==> src/rtl/sd_sector_reader.sv <==
// ---------------------------------------------------------------------------
// sd_sector_reader
// Read-side sequencer for the SD card SPI controller. A one-cycle start
// request latches a sector number and runs the controller's rd/address
// handshake. The 512 data bytes the controller presents are captured into an
// internal 512x8 buffer. Completion is reported with a byte count and a 16-bit
// additive checksum. A watchdog aborts a stalled transfer.
//
// Ports
//   clk_i, reset_i            clock, synchronous active-high reset
//   start_i, sector_i         request pulse (IDLE only) and sector number
//   busy_o, done_o, error_o   transfer status (done is a 1-cycle pulse,
//                             error is sticky until the next accepted start)
//   byte_count_o, checksum_o  bytes stored so far (0..512), byte sum mod 2^16
//   buf_addr_i, buf_data_o    consumer read port, 1-cycle registered latency
//   sd_ready_i, sd_rd_o       controller ready / read request
//   sd_address_o              controller address (block or byte addressing)
//   sd_dout_i,
//   sd_byte_available_i       controller data byte and its strobe
// ---------------------------------------------------------------------------
module sd_sector_reader #(
  parameter bit          BYTE_ADDR      = 1'b0,
  parameter int unsigned TIMEOUT_CYCLES = 25_000_000
) (
  input  logic        clk_i,
  input  logic        reset_i,
  input  logic        start_i,
  input  logic [31:0] sector_i,
  output logic        busy_o,
  output logic        done_o,
  output logic        error_o,
  output logic [9:0]  byte_count_o,
  output logic [15:0] checksum_o,
  input  logic [8:0]  buf_addr_i,
  output logic [7:0]  buf_data_o,
  input  logic        sd_ready_i,
  output logic        sd_rd_o,
  output logic [31:0] sd_address_o,
  input  logic [7:0]  sd_dout_i,
  input  logic        sd_byte_available_i
);

  // The watchdog only ever needs to hold values up to TIMEOUT_CYCLES-1.
  localparam int unsigned TW = (TIMEOUT_CYCLES > 1) ? $clog2(TIMEOUT_CYCLES) : 1;
  localparam logic [TW-1:0] TMO_LAST = TW'(TIMEOUT_CYCLES - 1);

  typedef enum logic [2:0] {
    S_IDLE       = 3'd0,
    S_WAIT_READY = 3'd1,
    S_ISSUE      = 3'd2,
    S_COLLECT    = 3'd3,
    S_DONE       = 3'd4,
    S_ERROR      = 3'd5
  } state_t;

  state_t        state_q;
  logic          busy_q;
  logic          done_q;
  logic          error_q;
  logic          sd_rd_q;
  logic [31:0]   sd_address_q;
  logic [9:0]    byte_count_q;
  logic [15:0]   checksum_q;
  logic [TW-1:0] tmo_q;
  logic          avail_q;
  logic [7:0]    buf_data_q;
  logic [7:0]    mem_q [512];

  logic          byte_evt;
  logic          tmo_hit;
  logic          buf_we;
  logic [9:0]    byte_count_d;
  logic [15:0]   checksum_d;
  logic [31:0]   sd_address_d;
  logic [TW-1:0] tmo_d;

  // A level held high on byte_available counts as a single byte.
  assign byte_evt     = sd_byte_available_i & ~avail_q;
  assign tmo_hit      = (tmo_q == TMO_LAST);
  assign buf_we       = (state_q == S_COLLECT) & byte_evt;
  assign byte_count_d = byte_count_q + 10'd1;
  assign checksum_d   = checksum_q + {8'h00, sd_dout_i};
  assign tmo_d        = tmo_q + TW'(1);
  // SDSC cards take a byte address; the shift drops the upper sector bits.
  assign sd_address_d = BYTE_ADDR ? (sector_i << 9) : sector_i;

  // Transfer sequencer: state, handshake outputs, counters and watchdog.
  always_ff @(posedge clk_i) begin
    if (reset_i) begin
      state_q      <= S_IDLE;
      busy_q       <= 1'b0;
      done_q       <= 1'b0;
      error_q      <= 1'b0;
      sd_rd_q      <= 1'b0;
      sd_address_q <= 32'h0000_0000;
      byte_count_q <= 10'd0;
      checksum_q   <= 16'h0000;
      tmo_q        <= '0;
    end else begin
      case (state_q)
        S_IDLE: begin
          if (start_i) begin
            sd_address_q <= sd_address_d;
            byte_count_q <= 10'd0;
            checksum_q   <= 16'h0000;
            error_q      <= 1'b0;
            tmo_q        <= '0;
            busy_q       <= 1'b1;
            state_q      <= S_WAIT_READY;
          end
        end
        S_WAIT_READY: begin
          if (sd_ready_i) begin
            sd_rd_q <= 1'b1;
            tmo_q   <= '0;
            state_q <= S_ISSUE;
          end else if (tmo_hit) begin
            sd_rd_q <= 1'b0;
            error_q <= 1'b1;
            busy_q  <= 1'b0;
            tmo_q   <= '0;
            state_q <= S_ERROR;
          end else begin
            tmo_q <= tmo_d;
          end
        end
        S_ISSUE: begin
          // rd is level-sensitive in the controller, so release it as soon
          // as the controller has left ready.
          if (!sd_ready_i) begin
            sd_rd_q <= 1'b0;
            tmo_q   <= '0;
            state_q <= S_COLLECT;
          end else if (tmo_hit) begin
            sd_rd_q <= 1'b0;
            error_q <= 1'b1;
            busy_q  <= 1'b0;
            tmo_q   <= '0;
            state_q <= S_ERROR;
          end else begin
            tmo_q <= tmo_d;
          end
        end
        S_COLLECT: begin
          if (byte_evt) begin
            byte_count_q <= byte_count_d;
            checksum_q   <= checksum_d;
            tmo_q        <= '0;
            if (byte_count_q == 10'd511) begin
              done_q  <= 1'b1;
              state_q <= S_DONE;
            end
          end else if (tmo_hit) begin
            sd_rd_q <= 1'b0;
            error_q <= 1'b1;
            busy_q  <= 1'b0;
            tmo_q   <= '0;
            state_q <= S_ERROR;
          end else begin
            tmo_q <= tmo_d;
          end
        end
        S_DONE: begin
          done_q  <= 1'b0;
          busy_q  <= 1'b0;
          state_q <= S_IDLE;
        end
        S_ERROR: begin
          state_q <= S_IDLE;
        end
        default: begin
          busy_q  <= 1'b0;
          done_q  <= 1'b0;
          sd_rd_q <= 1'b0;
          tmo_q   <= '0;
          state_q <= S_IDLE;
        end
      endcase
    end
  end

  // Registered copy of byte_available for rising-edge detection.
  always_ff @(posedge clk_i) begin
    if (reset_i) begin
      avail_q <= 1'b0;
    end else begin
      avail_q <= sd_byte_available_i;
    end
  end

  // Buffer write port; contents survive reset and new requests.
  always_ff @(posedge clk_i) begin
    if (buf_we) begin
      mem_q[byte_count_q[8:0]] <= sd_dout_i;
    end
  end

  // Buffer read port; a same-cycle write to the same address returns old data.
  always_ff @(posedge clk_i) begin
    if (reset_i) begin
      buf_data_q <= 8'h00;
    end else begin
      buf_data_q <= mem_q[buf_addr_i];
    end
  end

  assign busy_o       = busy_q;
  assign done_o       = done_q;
  assign error_o      = error_q;
  assign sd_rd_o      = sd_rd_q;
  assign sd_address_o = sd_address_q;
  assign byte_count_o = byte_count_q;
  assign checksum_o   = checksum_q;
  assign buf_data_o   = buf_data_q;

endmodule

==> config.mk <==
export PLATFORM = sky130hd
export DESIGN_NAME = sd_sector_reader
export DESIGN_NICKNAME = d
export VERILOG_FILES = /design/src/rtl/sd_sector_reader.sv
export SDC_FILE = /design/constraint.sdc
export NUM_CORES = 2
export LEC_CHECK = 0
export ABC_CLOCK_PERIOD_IN_PS = 2900
export CAP_MARGIN = 20
export CORE_MARGIN = 2
export CORE_UTILIZATION = 50
export CTS_BUF_LIST = sky130_fd_sc_hd__clkbuf_4
export DETAILED_ROUTE_END_ITERATION = 12
export PLACE_DENSITY = 0.68
export SETUP_SLACK_MARGIN = 0.5
export SYNTH_ARGS = -nofsm -noshare
export SYNTH_HDL_FRONTEND = slang
export SYNTH_SLANG_ARGS = --single-unit
==> constraint.sdc <==
create_clock -name clk_i -period 2.9 [get_ports clk_i]
set_clock_uncertainty 0.05 [all_clocks]
set_input_delay 0.725 -clock clk_i [delete_from_list [all_inputs] [get_ports clk_i]]
set_output_delay 0.725 -clock clk_i [all_outputs]
set_load 0.02 [all_outputs]
## Word-level counts from Yosys, hierarchy flattened

Memory sizes are Yosys's and may differ from the RTL's. A register that Yosys moved wholly into a read port is not among the register bits.
Index checks and enable logic that the tools add are counted.

- Flip-flop bits (word level): 91
- RAM bits: 4,096
- Bits of input ports: 54
- Output and inout bits: 70
- Word-level logic and storage cells: 90
- Memories: 1

- Add/sub/neg operators: 3
- Eq/ne operators: 14
- Muxes and demuxes: 41
- Bitwise operators: 7
- Reduce and logical (&&, ||, !) cells: 14

Memory list:

| memory | words | width | rd ports | clocked after memory_dff | write ports | line | RTL |
|---|---|---|---|---|---|---|---|
| mem_q | 512 | 8 | 1 | 1 | 1 | 67 | `logic [7:0] mem_q [512];` |

Operator list:

| cell | number |
|---|---|
| $mux 25 | 5 |
| $pmux 25 s5 | 1 |
| $mux 16 | 2 |
| $pmux 16 s2 | 1 |
| $add 25x1->25 const B | 1 |
| $eq 25x25->1 const B | 1 |
| $mux 10 | 2 |
| $pmux 10 s2 | 1 |
| $mux 1 | 18 |
| $mux 3 | 6 |
| $add 16x8->16 | 1 |
| $pmux 3 s4 | 1 |
| $add 10x1->10 const B | 1 |
| $eq 10x9->1 const B | 1 |
| $ne 2x2->1 const B | 5 |
| $reduce_and 5->1 | 2 |
| $pmux 1 s4 | 2 |
| $reduce_and 2->1 | 4 |
| $eq 3x2->1 const B | 2 |
| $eq 3x3->1 const B | 2 |
| $reduce_and 3->1 | 2 |
| $not 1->1 | 5 |
| $pmux 1 s5 | 1 |
| $reduce_bool 4->1 | 1 |
| 10 further kinds | 11 |

## Depth between registers and ports, before layout

- Depth after elaboration: 5
- Mapped depth: 13
- Gate-level depth less buffers: 9

## Least setup slack after synthesis

Ideal clock, no wire load.

- Kind: in2reg
- Start: in buf_addr_i[0]
- End: reg buf_data_q[0], in the netlist buf_data_o[0] (read register of mem_q)
- Data arrival time: 2.604 ns
- Setup slack: 0.108 ns
- Cell stages on the path: 10
- Path buffers: 3
- Path through: buf_6 -> buf_12 -> buf_8 -> mux4_2 -> a22oi_1 -> o211ai_1 -> nor4_2 -> nor4_2 -> a41oi_2 -> o221ai_1

RTL lines:

| what | line | RTL |
|---|---|---|
| start, declared | 34 | `input logic [8:0] buf_addr_i,` |
| end, declared | 66 | `logic [7:0] buf_data_q;` |

## Worst setup path after layout

- Start: reg buf_data_q[0], in the netlist buf_data_o[0] (read register of mem_q)
- End: out buf_data_o[0]

RTL lines:

| what | line | RTL |
|---|---|---|
| end, declared | 35 | `output logic [7:0] buf_data_o,` |

No word-level cell between the ends.

==> results.md <==
* Slew HR at 18.05%
* Root buffer cell: clkbuf_4
* Worst vdd ir at 0.0004131 V
* Unrepaired setup endpoints after global routing: yes
* CP Buf/Inv Count at 1
* CTS tree: built
* DRT iter0 DRCs at 10420
* DR DRC count at 0
* NumNets Final at 10120
* Ports at 124
* Number of max-slew violations in the final report at 0
* FF+latch count, synth at 4195
* Crit path kind: flip-flop to primary output
* Clk Latency, worst-skew pair at 1.66 ns
* Setup TNS at -0.1636 ns
* Leakage at 64.48 nW
* Hold path depth at 3
* Syn_nets at 8069
* Yosys cell types at 88
* PnR worst setup slack at -0.09401 ns
* Count of flip-flops with a built-in enable after synthesis at 4096
* WP data required at 2.12 ns
* Cells after synthesis at 8001
* Clk sinks at 4195
* DRT antenna net count at 0
* Pre-CTS WS at -1.236 ns
* Final Cycle Share at 103.2%
* Reg clk slew, reported paths at 0.06 ns
* CP cell instances: buf_6
* Vias per Instance at 5.999
* GRT Total Usage at 26.34%
* Largest net degree at the start of global routing at 182
* RePlAce Congestion at 0.8989
* Initial antenna violation count at 11
* Detailed Route WL at 432.2 mm
* H-tree depth at 7
* Dominant cell type by area after synthesis: edfxtp_1
* Slowest Stage Delay on Critical Path at 0.43 ns
* Sequential share of the synthesized area at 76.48%
* Reg2reg start: mem_q[14][4]
* Failing checks: negative setup slack
* Critical Path AT at 2.22 ns
* DP Wirelength at 279.0 mm
* Largest cells by area after synthesis: edfxtp_1 75%, mux4_2 12%, mux2i_1 1.7%
* Drt first pass iters at 6
* Vias in the first global route at 93570
* First-pass GRT wire length at 628.3 mm
* Routed vias at 90290
* FF-to-FF setup slack at 0.29 ns
* Hold crit path type: input pin to flip-flop
* Ys Warns at 0
* Max Cap Violations at 0
* Die height at 575.7 um
* Avg Inst Size Synth at 20.42 um2
* CP Launch Type: flip-flop
* Syn Std Cell Area at 163400 um2
* Placement row count at 209
* IO buf count at 123
* Pwr Density at 617.5 nW/um2
* Hold_sp: sd_dout_i[4]
* Hold EP: mem_q[184][4]
* Share of cells above drive strength 1 at 43.37%
* Cell count along the critical path at 1
* Tot Pwr at 122.0 mW
* Worst-path maximum fanout at 1
* Grt total ovfl at 0
* WL/cell at 28.71 um
* Core area at 324800 um2
* Reg2reg end: buf_data_o[4]
* CP top delay family: flip-flops
* Setup violators final at 2
* Critical-path top delay cell: dfxtp_4
* Status: finished, violations left
* Area delta synth->final at 20.92%
* Crit end category: primary output
* Die area at 331400 um2
* Initial core utilization at 50.32%
* Minimum clock period at 2.994 ns
* Main flop type after synthesis: edfxtp_1
* Final Hold Fails at 0
* CTS buffer count at 1122
* Area share of the leading cell type in the synthesized netlist at 75.27%
* Async SR Flop Fraction at 0%
* Least-Margin Pin Slew at 1.229 ns
* Reg2Reg Depth at 10
* Layout Utilization at 60.84%
* Max Freq at 334.0 MHz
* Die width at 575.7 um
* Clock Path Buffers at 5
[worst max path at each step]
stage                                from         endpoint  slack (ns)
after floorplan             buf_addr_i[1]    buf_data_o[0]        0.14
after global placement      buf_addr_i[1]    buf_data_o[2]       -1.30
after CTS                   buf_data_o[0]    buf_data_o[0]       -0.29
after detailed placement    buf_addr_i[0]    buf_data_o[7]       -1.24
after global routing      byte_count_o[8]  byte_count_o[8]       -0.19
final                       buf_data_o[0]    buf_data_o[0]       -0.09
[power breakdown]
part / leakage [nW] / switching [mW] / total [mW] / internal, mW
Combinational: 19.1 / 4.02 / 6.83 / 2.81
Clock: 7.77 / 22.9 / 48.6 / 25.6
Sequential: 37.6 / 0.0993 / 66.6 / 66.5
Total: 64.5 / 27.0 / 122 / 95.0
[cells in the final DEF, fill, tap and decap left out, drive strengths merged, types with 36 or more instances in the layout]
master and n:
o21ai 69, nor4 43, nand3 72, mux4 904, nand2 231, clkdlybuf4s50 37
a22oi 164, dfxtp 99, mux2 69, nor3 106, inv 36, nor2 672
dlygate4sd3 57, clkbuf 1542, o211ai 43, clkinv 199, edfxtp 4096, buf 1332
a21oi 165, o22ai 97, nand4 39, mux2i 276
[worst reg2reg max path, stage by stage (launching register included)]
cell and delay, ns:
edfxtp_1 0.37, mux4_2 0.49, a22oi_2 0.26, buf_4 0.15, o211ai_1 0.18, nor4_2 0.26, buf_4 0.28, nor4_4 0.08
buf_4 0.17, a21oi_2 0.11, o221ai_2 0.09
[per-stage QoR]
step,hold slack (ns),std cells,instance area [um2]
2_1_floorplan,0.4119,8001,166700
3_3_place_gp,0.3922,13150,182600
3_5_place_dp,0.3987,13150,182600
4_1_cts,0.0009924,15020,197100
5_1_grt,0.1146,15050,197600
6_report,0.1728,15050,197600
[cells in the mapped netlist, types with 15 or more instances]
library cell	count
edfxtp_1	4096
mux4_2	880
nor2_1	672
mux2i_1	276
nand2_1	231
clkbuf_1	184
a21oi_1	165
a22oi_1	164
buf_2	113
nor3_1	106
dfxtp_1	99
o22ai_1	97
buf_6	73
nand3_1	72
mux2_2	69
o21ai_0	65
buf_4	64
o211ai_1	43
nand4_1	39
nor4_1	38
a221oi_1	28
and3_1	28
buf_8	25
mux4_1	24
xor2_1	24
a211oi_1	23
o31ai_1	23
a221o_1	20
buf_1	19
buf_12	15
nor2b_1	15
[repair_timing]
item | 4_1_cts | 5_1_grt
buffers inserted | 34 | 15
endpoints found under the setup margin | 591 | 389
hold endpoints to repair | 3360 | 0
gates resized for setup | 624 | 60
pin swaps | 39 | 47
hold buffers | 57 | 0
[routing by layer]
metal | up-vias | track usage, % | share of wire, %
li1 | 37950 | - | -
met1 | 46620 | 35.05 | 38
met2 | 4891 | 41.89 | 49
met3 | 814 | 5.745 | 9.2
met4 | 4 | 12.15 | 3.6
met5 | - | 0 | 0.0074
[logic make-up (layout without fill, tap and decap cells)]
family                   Yosys count  count (layout)  share of synthesized area [%]
AO/OA/AOI/OAI                    712             712                          2.962
XOR/XNOR                          36              36                         0.1929
adder cells (fa/ha/maj)           14              14                         0.1118
buffers and inverters            510            3218                          2.067
flip-flops                      4195            4195                          76.48
multiplexers                    1249            1249                          14.68
other                              0              17                              0
AND/OR/NAND/NOR                 1285            1285                          3.507
[state kept, by name (all words and copies together), names as in the netlist]
signal        count
mem_q          4096
sd_address_o     32
tmo_q            25
checksum_o       16
byte_count_o     10
buf_data_o        8
state_q           3
avail_q           1
busy_o            1
done_o            1
error_o           1
sd_rd_o           1
[area by class of cell]
type | instances | area (um2)
fill | 22900 | 127200
sequential | 4195 | 125100
multi-input combinational | 3296 | 39060
timing repair buffer | 1427 | 15020
clock buffer | 1541 | 11570
tap | 4325 | 5411
clock inverter | 236 | 1321
inverter | 14 | 53.80
antenna | 17 | 42.54
(Power assumes the default switching activity.)
